$ cat src/rtl/stream_downsize_if.sv
// Handshake bundle for stream_downsize: one wide input stream and one narrow output stream.
// The slave modport is the converter's view; master is the environment driving it.
interface stream_downsize_if #(
  parameter int T_DATA_WIDTH  = 32,
  parameter int T_DATA_RATIO  = 3,
  parameter int T_WIDTH_RATIO = $clog2(T_DATA_RATIO)
);
  logic [T_DATA_RATIO-1:0][T_DATA_WIDTH-1:0] s_data_i;
  logic [T_WIDTH_RATIO:0]                    s_keep_i;
  logic                                      s_last_i;
  logic                                      s_valid_i;
  logic                                      s_ready_o;
  logic [T_DATA_WIDTH-1:0]                   m_data_o;
  logic                                      m_last_o;
  logic                                      m_valid_o;
  logic                                      m_ready_i;

  modport slave (
    input  s_data_i, s_keep_i, s_last_i, s_valid_i, m_ready_i,
    output s_ready_o, m_data_o, m_last_o, m_valid_o
  );

  modport master (
    output s_data_i, s_keep_i, s_last_i, s_valid_i, m_ready_i,
    input  s_ready_o, m_data_o, m_last_o, m_valid_o
  );
endinterface

$ cat src/rtl/stream_downsize.sv
// Wide-to-narrow stream converter: holds one wide beat and emits its first keep words
// one per cycle, reloading on the cycle the final word leaves so beats stream bubble-free.
module stream_downsize #(
  parameter int T_DATA_WIDTH  = 32,
  parameter int T_DATA_RATIO  = 3,
  parameter int T_WIDTH_RATIO = $clog2(T_DATA_RATIO)
) (
  input logic              clk,
  input logic              rst,
  stream_downsize_if.slave bus
);
  localparam int KW = T_WIDTH_RATIO + 1;
  localparam logic [KW-1:0] RATIO_K = KW'(T_DATA_RATIO);

  logic [T_DATA_RATIO-1:0][T_DATA_WIDTH-1:0] word_buf;
  logic [KW-1:0]            cnt;
  logic [KW-1:0]            keep_clamped;
  logic [KW-1:0]            last_idx;
  logic [T_WIDTH_RATIO-1:0] idx;
  logic                     lst;
  logic                     full;
  logic                     at_last;
  logic                     accept;
  logic                     emit;

  // Clamp at capture so cnt is always 1..RATIO and idx can never run past the buffer.
  always_comb begin
    keep_clamped = bus.s_keep_i;
    if (bus.s_keep_i == '0)
      keep_clamped = KW'(1);
    else if (bus.s_keep_i > RATIO_K)
      keep_clamped = RATIO_K;
  end

  assign last_idx = cnt - KW'(1);
  assign at_last  = ({1'b0, idx} == last_idx);

  // m_ready_i feeds s_ready_o combinationally so a new beat loads as the last word leaves.
  assign bus.s_ready_o = !rst && (!full || (bus.m_ready_i && at_last));
  assign accept        = bus.s_valid_i && bus.s_ready_o;
  assign emit          = full && bus.m_ready_i;

  always_ff @(posedge clk) begin
    if (rst) begin
      word_buf <= '0;
      cnt      <= '0;
      idx      <= '0;
      lst      <= 1'b0;
      full     <= 1'b0;
    end else if (accept) begin
      word_buf <= bus.s_data_i;
      cnt      <= keep_clamped;
      lst      <= bus.s_last_i;
      idx      <= '0;
      full     <= 1'b1;
    end else if (emit) begin
      if (at_last)
        full <= 1'b0;
      else
        idx <= idx + 1'b1;
    end
  end

  assign bus.m_valid_o = full;
  assign bus.m_data_o  = word_buf[idx];
  assign bus.m_last_o  = full && lst && at_last;
endmodule

$ cat src/flat_wrapper.sv
// flat-port wrapper written by rule: the top's interface ports become plain ports
module stream_downsize_flat 
#(
  parameter int T_DATA_WIDTH  = 32,
  parameter int T_DATA_RATIO  = 3,
  parameter int T_WIDTH_RATIO = $clog2(T_DATA_RATIO)
)
  (clk, rst, bus_s_data_i, bus_s_keep_i, bus_s_last_i, bus_s_valid_i, bus_m_ready_i, bus_s_ready_o, bus_m_data_o, bus_m_last_o, bus_m_valid_o);
  stream_downsize_if #(.T_DATA_WIDTH(T_DATA_WIDTH), .T_DATA_RATIO(T_DATA_RATIO), .T_WIDTH_RATIO(T_WIDTH_RATIO)) bus_i ();
  input logic clk;
  input logic rst;
  input wire logic [$bits(bus_i.s_data_i)-1:0] bus_s_data_i;
  input wire logic [$bits(bus_i.s_keep_i)-1:0] bus_s_keep_i;
  input wire logic [$bits(bus_i.s_last_i)-1:0] bus_s_last_i;
  input wire logic [$bits(bus_i.s_valid_i)-1:0] bus_s_valid_i;
  input wire logic [$bits(bus_i.m_ready_i)-1:0] bus_m_ready_i;
  output wire logic [$bits(bus_i.s_ready_o)-1:0] bus_s_ready_o;
  output wire logic [$bits(bus_i.m_data_o)-1:0] bus_m_data_o;
  output wire logic [$bits(bus_i.m_last_o)-1:0] bus_m_last_o;
  output wire logic [$bits(bus_i.m_valid_o)-1:0] bus_m_valid_o;
  assign bus_i.s_data_i = bus_s_data_i;
  assign bus_i.s_keep_i = bus_s_keep_i;
  assign bus_i.s_last_i = bus_s_last_i;
  assign bus_i.s_valid_i = bus_s_valid_i;
  assign bus_i.m_ready_i = bus_m_ready_i;
  assign bus_s_ready_o = bus_i.s_ready_o;
  assign bus_m_data_o = bus_i.m_data_o;
  assign bus_m_last_o = bus_i.m_last_o;
  assign bus_m_valid_o = bus_i.m_valid_o;
  stream_downsize #(.T_DATA_WIDTH(T_DATA_WIDTH), .T_DATA_RATIO(T_DATA_RATIO), .T_WIDTH_RATIO(T_WIDTH_RATIO)) u_core (.clk(clk), .rst(rst), .bus(bus_i));
endmodule
$ cat config.mk
export PLATFORM = sky130hd
export DESIGN_NAME = stream_downsize_flat
export DESIGN_NICKNAME = d
export VERILOG_FILES = /design/src/rtl/stream_downsize_if.sv /design/src/rtl/stream_downsize.sv /design/src/flat_wrapper.sv
export SDC_FILE = /design/constraint.sdc
export NUM_CORES = 1
export LEC_CHECK = 0
export BUFFER_PORTS_ARGS = -buffer_cell sky130_fd_sc_hd__buf_2
export CAP_MARGIN = 20
export CORE_ASPECT_RATIO = 1.2
export CORE_UTILIZATION = 25
export CTS_CLUSTER_DIAMETER = 80
export CTS_CLUSTER_SIZE = 28
export DETAILED_ROUTE_END_ITERATION = 16
export PLACE_DENSITY_LB_ADDON = 0.05
export SLEW_MARGIN = 5
export SYNTH_ARGS = -nofsm -noshare
export SYNTH_HDL_FRONTEND = slang
export SYNTH_SLANG_ARGS = --single-unit
$ cat constraint.sdc
create_clock -name clk -period 2 [get_ports clk]
set_input_delay 0.1 -clock clk [delete_from_list [all_inputs] [get_ports clk]]
set_output_delay 0.1 -clock clk [all_outputs]
set_load 0.005 [all_outputs]
==> key figures, run 1 <==
Clock tree
  – Root Driver: clkbuf_16
  – H-Tree Depth: 3
  – Clock slew at reported path FFs: about 0.070 ns
  – Num Clock Sinks: 103
  – CTS tree: built
  – Inserted Clock Buffers: 9
  – Skew-Pair Late Insertion Delay: between 0.3 and 0.4 ns
  – Clk buf depth: 2

Final layout
  – Non-Filler Instances: slightly above 1000
  – Most frequent cells in the layout: buf_2 (138), dfxtp_1 (99), dlygate4sd3_1 (80)
  – Register Area: between 2000 and 2500 µm²
  – Multi-input logic area: roughly 2700 µm²
  – FILL cells: about 2000
  – Share of cells above drive strength 1: 0.387
  – Nets: roughly 860
  – Core Util, Final: 0.398
  – Commonest non-fill, non-tap cell in the layout: buf_2
  – Area growth from synthesis to layout: 56.1%
  – Number of diodes: 0

GRT
  – All-Layer GR Usage: 0.160
  – First-pass GRT wire length: ~25000 µm
  – Largest net degree at the start of global routing: 57
  – Initial antenna violation count: 0
  – Vias in the first global route: between 4000 and 5000
  – Grt ovf: 0

Yosys
  – Seq cells post-synth: between 100 and 150
  – Yosys top cell by area: dfxtp_1
  – Distinct cells, synth: 33
  – Syn_area_per_cell: 9.46 µm²
  – Post-synthesis net count: between 600 and 700
  – Synth top area cells: dfxtp_1 (41%), mux2_4 (14%), o211ai_1 (7.5%), mux2i_1 (6.4%), nor2b_1 (6.0%)
  – Yosys Warn Count: 0
  – Mapped cell area: ~5000 µm²
  – Cells after synthesis: 526
  – Synth top area share: 0.414
  – Post-synthesis sequential area ratio: 0.414

Floorplan
  – DIE AREA: approximately 20000 µm²
  – Die width: 131 µm
  – Die H: 157 µm
  – Total core area: 19500 µm²
  – Starting Density: 0.255
  – I/O pin cnt: around 140
  – Floorplan row count: 56

Run status
  – Status: finished with violations
  – Failing checks: setup timing

Timing
  – Slew HR: 0.581
  – Final Hold Fails: 0
  – Minimum clock period: 2.08 ns
  – Final setup vio count: 48
  – Max-slew violations: 0
  – Final worst slack: -0.0787 ns
  – Unrepaired setup endpoints after global routing: yes
  – Skew final: 0.0110 ns
  – Period utilisation layout: 1.04
  – Fmax: between 400 and 500 MHz
  – Worst-margin pin slew: roughly 0.63 ns
  – Fin Hold WS: between 0.002 and 0.003 ns

Flow run
  – MaxCap Viol Count: 0

Placement
  – # port buffers: 138
  – Post-place setup slack: -0.103 ns
  – Gpl congestion: around 0.72
  – Placed insts: a little over 900
  – HPWL Detailed: about 9500 µm

Detailed routing
  – Vias post-DR: around 4500
  – DRT Pass-1 Iters: 4
  – Vias per cell: between 4 and 5
  – Drt total wl: ~16000 µm
  – DRC: 0
  – Routed len/inst: approximately 16 µm
  – ANT nets after route: 0
  – Initial DRC Count: 118

Setup path
  – Setup crit end kind: flip-flop
  – Crit path launch type: flip-flop
  – Worst EP required: 2.24 ns
  – Crit Path Category: reg -> reg
  – Crit-path max FO: 6
  – Worst Path Arrival: 2.31 ns

Power and ir drop
  – Pwr dens: roughly 660 nW/µm²
  – Peak supply drop: about 0.00038 V
  – P_leak: about 3.5 nW

Worst hold path
  – Worst Hold Class: in -> reg
synthesized netlist by cell type, drive strengths merged:
cell    instances
o21bai          1
and3            1
inv            53
nor2            3
o41a            1
nor3b           1
nand2          36
a211oi          2
o22ai          20
a311oi          2
nor3            3
nor2b          48
clkinv          2
buf            10
or3             1
o21ai          63
mux2i          32
o41ai           1
nand3           2
a311o           1
clkbuf         35
xor2            1
a21oi           2
nand2b          1
ha              1
xnor2           3
mux2           47
o211ai         50
dfxtp         103
path summary, 6_finish.rpt:
check | from | endpoint | slack, ns | cells after the start
worst min register to register | u_core.word_buf[12]$_SDFFE_PP0P_ | u_core.word_buf[12]$_SDFFE_PP0P_ | 0.49 | 2
worst max register to register | u_core.cnt[0]$_SDFFE_PP0P_ | u_core.word_buf[59]$_SDFFE_PP0P_ | -0.08 | 8
worst max-delay path | u_core.cnt[0]$_SDFFE_PP0P_ | u_core.word_buf[59]$_SDFFE_PP0P_ | -0.08 | 8
worst min-delay path | bus_s_data_i[22] | u_core.word_buf[22]$_SDFFE_PP0P_ | 0.003 | 3
sequential cells by signal, summed over array words and instances, names as in the netlist:
name,flops
u_core.word_buf,96
u_core.cnt,3
u_core.idx,2
u_core.bus.m_valid_o,1
u_core.lst,1
critical path, cell delays in order (launching register included):
cell	delay [ns]
dfxtp_2	0.35
inv_2	0.05
ha_4	0.23
xnor2_4	0.13
o41ai_4	0.40
nand3_4	0.15
buf_12	0.18
clkbuf_16	0.17
mux2_4	0.29
kinds of logic after synthesis:
group / Yosys count / share of synthesized area
AO/OA/AOI/OAI: 143 / 0.184
XOR/XNOR: 4 / 0.00704
adder cells (fa/ha/maj): 1 / 0.00251
buffers and inverters: 100 / 0.0839
flip-flops: 103 / 0.414
multiplexers: 79 / 0.206
AND/OR/NAND/NOR: 96 / 0.103
layer usage:
metal	GRT usage	up-vias	routed length [µm]
met5	0	-	0
met4	0.0525	0	200
met3	0.0215	14	510
met2	0.281	90	7850
met1	0.199	2101	7600
li1	-	2269	-
power by group:
part           total, mW  internal (mW)  switching (mW)
clock network       1.73          0.917           0.812
logic               1.10          0.638           0.465
registers           2.27           2.19          0.0738
total               5.10           3.75            1.35
per-stage QoR:
stage / area (µm²) / setup TNS (ns) / total power [mW]
6_report: 7770 / -2.67 / 5.10
5_1_grt: 7770 / -7.45 / 5.36
4_1_cts: 7510 / -2.65 / 5.13
3_5_place_dp: 6060 / -3.10 / 3.12
3_3_place_gp: 6060 / -0.891 / 3.11
2_1_floorplan: 5030 / -2.62 / 2.79
final cells by class:
| type | count | share of cell area |
|---|---|---|
| clock buffer | 12 | 0.0330 |
| clock inverter | 4 | 0.00370 |
| inverter | 55 | 0.0266 |
| multi-input combinational | 323 | 0.348 |
| sequential | 103 | 0.266 |
| tap | 261 | 0.0420 |
| timing repair buffer | 262 | 0.281 |
what timing repair did:
item	CTS	global route
gates cloned	7	3
setup buffers	9	1
endpoints found under the setup margin	99	101
gates resized for setup	56	60
pin swaps	3	5
hold buffers	78	2
hold endpoints to repair	78	2
(Power assumes the default switching activity.)
==> inputs of run 2 (changes only) <==
- ABC_AREA: unset -> 1
- RECOVER_POWER: unset -> 50
==> run 2 against run 1 <==
The run ends with hold timing left. Clock skew fell by 0.0032 ns. Setup slack improved by 0.16 ns. Hold slack got worse by 0.0057 ns. Register-to-register slack improved by 0.17 ns. Critical path depth rose by 1. Sequential cell count did not move. Die area fell by 9.4%. Fmax rose by 8.2%. First-iteration DRC count rose by 110%. Total power rose by 0.17%. Clock power rose by 9%. Synthesized area fell by 9.6%. Largest cell class unchanged. Highest routed layer unchanged.
==> key figures, run 2 <==
Detailed routing
  – Vias per cell: 4.81 (+9.7%)
  – Vias post-DR: 5046 (+13%)
  – Initial DRC Count: 248 (+110%)
  – Drt total wl: 17000 µm (+4.9%)
  – ANT nets after route: 0 (unchanged)
  – Routed len/inst: 16.2 µm (+2.0%)
  – DRT Pass-1 Iters: 4 (unchanged)
  – DRC: 0 (unchanged)

Yosys
  – Yosys Warn Count: 0 (unchanged)
  – Post-synthesis net count: 735 (+16%)
  – Seq cells post-synth: 103 (unchanged)
  – Ys async rst share: 0 (unchanged)
  – Cells after synthesis: 630 (+20%)
  – Yosys top cell by area: dfxtp_1
  – Synth cell count leaders: nand3_1 (229), nand2_1 (115), dfxtp_1 (103)
  – Synth top area share: 0.458 (+0.0439)
  – Synth top area cells: dfxtp_1 (46%), nand3_1 (25%), nand2_1 (9.6%), o21ai_0 (7.1%), nor2_1 (3.1%)
  – EDFF count, synth: 0 (unchanged)
  – Distinct cells, synth: 20 (-39%)
  – Most numerous cell in the Yosys netlist: nand3_1
  – Post-synthesis sequential area ratio: 0.458 (+0.0439)
  – Top FF cell, synth: dfxtp_1
  – Mapped cell area: 4500 µm² (-9.6%)
  – Syn_area_per_cell: 7.15 µm² (-25%)

Timing
  – Minimum clock period: 1.92 ns (-0.158 ns)
  – Unrepaired setup endpoints after global routing: no
  – Max-slew violations: 0 (unchanged)
  – Period utilisation layout: 0.960 (-0.0791)
  – Fin Hold WS: -0.00280 ns (-0.00567 ns)
  – Skew final: 0.00776 ns (-0.00321 ns)
  – Worst-margin pin slew: 0.490 ns (-0.138 ns)
  – Final setup vio count: 0 (-100%)
  – Final Hold Fails: 2 (+2)
  – Slew HR: 0.673 (+0.0923)
  – Fmax: 521 MHz (+8.2%)

Clock tree
  – Clk buf depth: 2 (unchanged)
  – Root Driver: clkbuf_16
  – Inserted Clock Buffers: 9 (unchanged)
  – Num Clock Sinks: 103 (unchanged)
  – Skew-Pair Late Insertion Delay: 0.36 ns (about the same)
  – H-Tree Depth: 3 (unchanged)
  – CTS tree: built
  – Clock slew at reported path FFs: 0.07 ns (about the same)

GRT
  – All-Layer GR Usage: 0.180 (+0.0199)
  – Grt ovf: 0 (unchanged)
  – Initial antenna violation count: 0 (unchanged)
  – Largest net degree at the start of global routing: 102 (+79%)
  – Vias in the first global route: 4958 (+8.5%)
  – First-pass GRT wire length: 26100 µm (+6.2%)

Floorplan
  – Total core area: 17600 µm² (-10%)
  – I/O pin cnt: 139 (unchanged)
  – Die H: 149 µm (-4.8%)
  – Die width: 125 µm (-4.8%)
  – Floorplan row count: 53 (-5.4%)
  – Starting Density: 0.256 (+0.00150)
  – DIE AREA: 18600 µm² (-9.4%)

Power and ir drop
  – Pwr dens: 764 nW/µm² (+16%)
  – P_leak: 3.11 nW (-10%)
  – Final Total Pwr: 5.11 mW (+0.17%)
  – Peak supply drop: 0.000459 V (+21%)

Worst hold path
  – Worst Hold Class: in -> reg

Setup path
  – Crit Path Category: reg -> out
  – Worst EP required: 1.90 ns (-0.34 ns)
  – Crit path launch type: flip-flop
  – Setup crit end kind: output pin
  – Crit-path max FO: 3 (-3)
  – Worst Path Arrival: 1.82 ns (-0.49 ns)

Final layout
  – Area growth from synthesis to layout: 48.6%
  – Largest Register: u_core.word_buf
  – Design Area, Final: 6690 µm² (-14%)
  – Share of cells above drive strength 1: 0.183 (-0.204)
  – Number of diodes: 0 (unchanged)
  – Commonest non-fill, non-tap cell in the layout: nand3_1
  – Most frequent cells in the layout: nand3_1 (229), nand2_1 (115), buf_2 (104)
  – Flip-flop count of the largest register after layout: 96 (unchanged)
  – Nets: 929 (+8.1%)
  – Biggest regs: u_core.word_buf (96), u_core.cnt (3), u_core.idx (2)

Placement
  – HPWL Detailed: 9610 µm (+1.5%)
  – # port buffers: 138 (unchanged)
  – Gpl congestion: 0.720 (-0.63%)
  – Area after DPL: 5360 µm² (-12%)

Flow run
  – MaxCap Viol Count: 0 (unchanged)

Run status
  – Status: finished with violations
  – Failing checks: hold timing
[run 2: worst max-delay path, stage by stage (launching register included)]
cell and delay (ns):
dfxtp_2 0.34, inv_1 0.05, ha_1 0.30, inv_1 0.06, nand2_1 0.04, nand2_1 0.09
nand4_2 0.14, a21oi_4 0.20, buf_12 0.13, buf_2 0.11
[run 2: repair_timing]
action                     CTS  global route
gates resized for setup      1            13
hold endpoints to repair    83             0
hold buffers                83             0
setup endpoints to repair    1            98
setup buffers                3             3
gates cloned                 2             3
pin swaps                    1             2
[run 2: logic make-up (layout without fill, tap and decap cells)]
family,count (synthesis),after routing,share of synthesized area
AND/OR/NAND/NOR,385,385,0.389
flip-flops,103,103,0.458
buffers and inverters,71,270,0.0684
AO/OA/AOI/OAI,68,68,0.0781
XOR/XNOR,2,2,0.00389
adder cells (fa/ha/maj),1,1,0.00278
[run 2: cell type report]
cell class	count	area (µm²)
inverter	10	38.8
clock inverter	4	52.6
fill	1931	10900
tap	220	275
timing repair buffer	244	1860
clock buffer	12	267
sequential	103	2060
multi-input combinational	456	2130
[run 2: path summary, 6_finish.rpt]
check | cells past startpoint | startpoint | slack [ns] | endpoint
worst max-delay path | 9 | u_core.cnt[0]$_SDFFE_PP0P_ | 0.08 | bus_s_ready_o
worst min-delay path | 3 | bus_s_data_i[72] | -0.003 | u_core.word_buf[72]$_SDFFE_PP0P_
worst max register to register | 12 | u_core.cnt[0]$_SDFFE_PP0P_ | 0.09 | u_core.word_buf[54]$_SDFFE_PP0P_
worst min register to register | 2 | u_core.cnt[2]$_SDFFE_PP0P_ | 0.45 | u_core.cnt[2]$_SDFFE_PP0P_
[run 2: report_power, final]
| group | total [mW] | internal [mW] | switching (mW) |
|---|---|---|---|
| combinational | 0.924 | 0.440 | 0.484 |
| sequential | 2.30 | 2.22 | 0.0844 |
| clock | 1.88 | 1.08 | 0.806 |
[run 2: per-stage QoR]
| stage | worst slack (ns) | hold WS [ns] | setup TNS, ns | utilization | cells |
|---|---|---|---|---|---|
| finish | 0.0796 | -0.00280 | 0 | 0.381 | 1049 |
| floorplan | 0.354 | 0.169 | 0 | - | 630 |
| global route | 0.00924 | 0.00830 | 0 | 0.381 | 1049 |
| global placement | 0.0788 | 0.324 | 0 | 0.305 | 939 |
| CTS | -0.0138 | 0.0000461 | -0.0887 | 0.376 | 1043 |
| detailed placement | 0.0561 | 0.329 | 0 | 0.305 | 939 |
[run 2: layer usage]
metal / vias up / share of wire / global-route usage
li1: 2531 / - / -
met1: 2391 / 0.46 / 0.227
met2: 113 / 0.49 / 0.313
met3: 11 / 0.040 / 0.0247
met4: 0 / 0.014 / 0.0651
met5: - / 0 / 0
==> inputs of run 3 (changes only) <==
- CORE_MARGIN: unset -> 5
==> run 3 against run 2 <==
First-iteration DRC count down 4.0%. Combinational power is 2% lower. The flow now finishes without violations. Sequential cell count stayed put. Critical endpoint unchanged. Setup slack gained 0.022 ns.
==> key figures, run 3 (synthesized netlist as in run 2, its figures left out) <==
Floorplan
  – Die H: 157 µm (+5.4%)
  – Starting Density: 0.255 (-0.000963)
  – Die width: 133 µm (+6.4%)
  – Floorplan row count: 53 (unchanged)
  – I/O pin cnt: 139 (unchanged)
  – DIE AREA: 20800 µm² (+12%)
  – Total core area: 17600 µm² (+0.38%)

GRT
  – Initial antenna violation count: 0 (unchanged)
  – Grt ovf: 0 (unchanged)
  – First-pass GRT wire length: 27700 µm (+6.0%)
  – Vias in the first global route: 5287 (+6.6%)
  – Largest net degree at the start of global routing: 100 (-2.0%)
  – All-Layer GR Usage: 0.164 (-0.0158)

Final layout
  – Non-Filler Instances: 1045 (-0.38%)
  – Number of diodes: 0 (unchanged)
  – Largest Register: u_core.word_buf
  – Most frequent cells in the layout: nand3_1 (229), nand2_1 (114), buf_2 (108)
  – Commonest non-fill, non-tap cell in the layout: nand3_1
  – Design Area, Final: 6650 µm² (-0.64%)
  – Core Util, Final: 0.377 (-0.00384)
  – Nets: 925 (-0.43%)
  – Flip-flop count of the largest register after layout: 96 (unchanged)
  – Area growth from synthesis to layout: 47.6%
  – Biggest regs: u_core.word_buf (96), u_core.cnt (3), u_core.idx (2)
  – Share of cells above drive strength 1: 0.189 (+0.00574)

Detailed routing
  – Vias post-DR: 5078 (+0.63%)
  – DRC: 0 (unchanged)
  – Drt total wl: 17300 µm (+1.8%)
  – Vias per cell: 4.86 (+1.0%)
  – Routed len/inst: 16.5 µm (+2.2%)
  – ANT nets after route: 0 (unchanged)
  – Initial DRC Count: 238 (-4.0%)
  – DRT Pass-1 Iters: 4 (unchanged)

Timing
  – Final worst slack: 0.102 ns (+0.0223 ns)
  – Worst-margin pin slew: 0.453 ns (-0.0366 ns)
  – Final setup vio count: 0 (unchanged)
  – Final Hold Fails: 0 (-2)
  – Max-slew violations: 0 (unchanged)
  – Fmax: 527 MHz (+1.2%)
  – Period utilisation layout: 0.949 (-0.0112)
  – Skew final: 0.00504 ns (-0.00271 ns)
  – Slew HR: 0.698 (+0.0244)
  – Minimum clock period: 1.90 ns (-0.0223 ns)
  – Fin Hold WS: 0.00689 ns (+0.00969 ns)

Clock tree
  – Inserted Clock Buffers: 9 (unchanged)
  – Root Driver: clkbuf_16
  – Clock slew at reported path FFs: 0.07 ns (about the same)
  – Skew-Pair Late Insertion Delay: 0.34 ns (-0.02 ns)
  – Clk buf depth: 2 (unchanged)
  – CTS tree: built
  – H-Tree Depth: 3 (unchanged)
  – Num Clock Sinks: 103 (unchanged)

Placement
  – Placed insts: 941 (+0.21%)
  – Post-place setup slack: 0.0631 ns (+0.00703 ns)
  – Area after DPL: 5380 µm² (+0.51%)
  – Gpl congestion: 0.729 (+1.2%)
  – # port buffers: 138 (unchanged)
  – HPWL Detailed: 10200 µm (+6.5%)

Worst hold path
  – Worst Hold Class: in -> reg

Setup path
  – Crit-path max FO: 3 (unchanged)
  – Crit path launch type: flip-flop
  – Buf/Inv on CP: 3 (-1)
  – Worst path top cell family by delay: flip-flops
  – Critical Path, Cell by Cell: inv_1 > ha_4 > xnor2_1 > nand4_4 > a21oi_4 > buf_12 > buf_2
  – Largest stage delay on the critical path: 0.33 ns (about the same)
  – Worst Path Arrival: 1.80 ns (-0.02 ns)
  – Crit Path Category: reg -> out
  – Slowest stage cell on the critical path: dfxtp_2
  – Setup crit end kind: output pin
  – Worst EP required: 1.90 ns (about the same)

Power and ir drop
  – Pwr dens: 762 nW/µm² (-0.25%)
  – P_leak: 3.11 nW (-0.25%)
  – Peak supply drop: 0.000414 V (-9.8%)

Flow run
  – MaxCap Viol Count: 0 (unchanged)

Run status
  – Status: completed
[run 3: changes by cell type in the layout (fill, tap and decap cells not counted), sizes merged]
cell,previous run,this run
dlygate4sd3,83,80
clkbuf,48,46
buf,125,126
bufbuf,0,1
clkinv,4,3
[run 3: through the flow]
step | total power, mW | TNS (ns)
2_1_floorplan | 2.73 | 0
3_3_place_gp | 3.07 | 0
3_5_place_dp | 3.08 | 0
4_1_cts | 5.12 | -0.000421
5_1_grt | 5.34 | -0.0288
6_report | 5.06 | 0
[run 3: report_power, final]
part	leakage [nW]	switching [mW]	total, mW	internal, mW
logic	2.10	0.479	0.909	0.430
registers	0.851	0.0853	2.30	2.22
clock network	0.156	0.780	1.85	1.07
[run 3: layer usage]
layer	share of wire	track usage
met5	0	0
met4	0.012	0.0470
met3	0.039	0.0281
met2	0.49	0.281
met1	0.46	0.214
[run 3: worst paths after layout]
path / start / end / slack [ns] / depth (start not counted)
setup / recovery: u_core.cnt[0]$_SDFFE_PP0P_ / bus_s_ready_o / 0.10 / 7
hold / removal: bus_s_data_i[17] / u_core.word_buf[17]$_SDFFE_PP0P_ / 0.007 / 3
setup reg to reg: u_core.cnt[0]$_SDFFE_PP0P_ / u_core.word_buf[18]$_SDFFE_PP0P_ / 0.12 / 9
hold reg to reg: u_core.cnt[2]$_SDFFE_PP0P_ / u_core.cnt[2]$_SDFFE_PP0P_ / 0.45 / 2
[run 3: worst register-to-register path, delay by kind of cell (launching register included)]
kind                     cells  cell delay (ns)
adder cells (fa/ha/maj)      1             0.17
flip-flops                   1             0.33
AO/OA/AOI/OAI                1             0.22
XOR/XNOR                     1             0.28
buffers and inverters        3             0.45
AND/OR/NAND/NOR              3             0.39
[run 3: final cells by class]
class                      instances  area [µm²]
clock buffer                      13         270
clock inverter                     3        40.0
fill                            1941       11000
inverter                          10        38.8
multi-input combinational        456        2160
sequential                       103        2060
tap                              220         275
timing repair buffer             240        1800
[run 3: what timing repair did]
| item | 4_1_cts | 5_1_grt |
|---|---|---|
| gates cloned | 2 | 2 |
| hold endpoints to repair | 80 | 0 |
| hold buffers | 80 | 0 |
| buffers inserted | 3 | 1 |
| pin swaps | 1 | 3 |
| endpoints found under the setup margin | 1 | 104 |
| gates resized for setup | 0 | 11 |
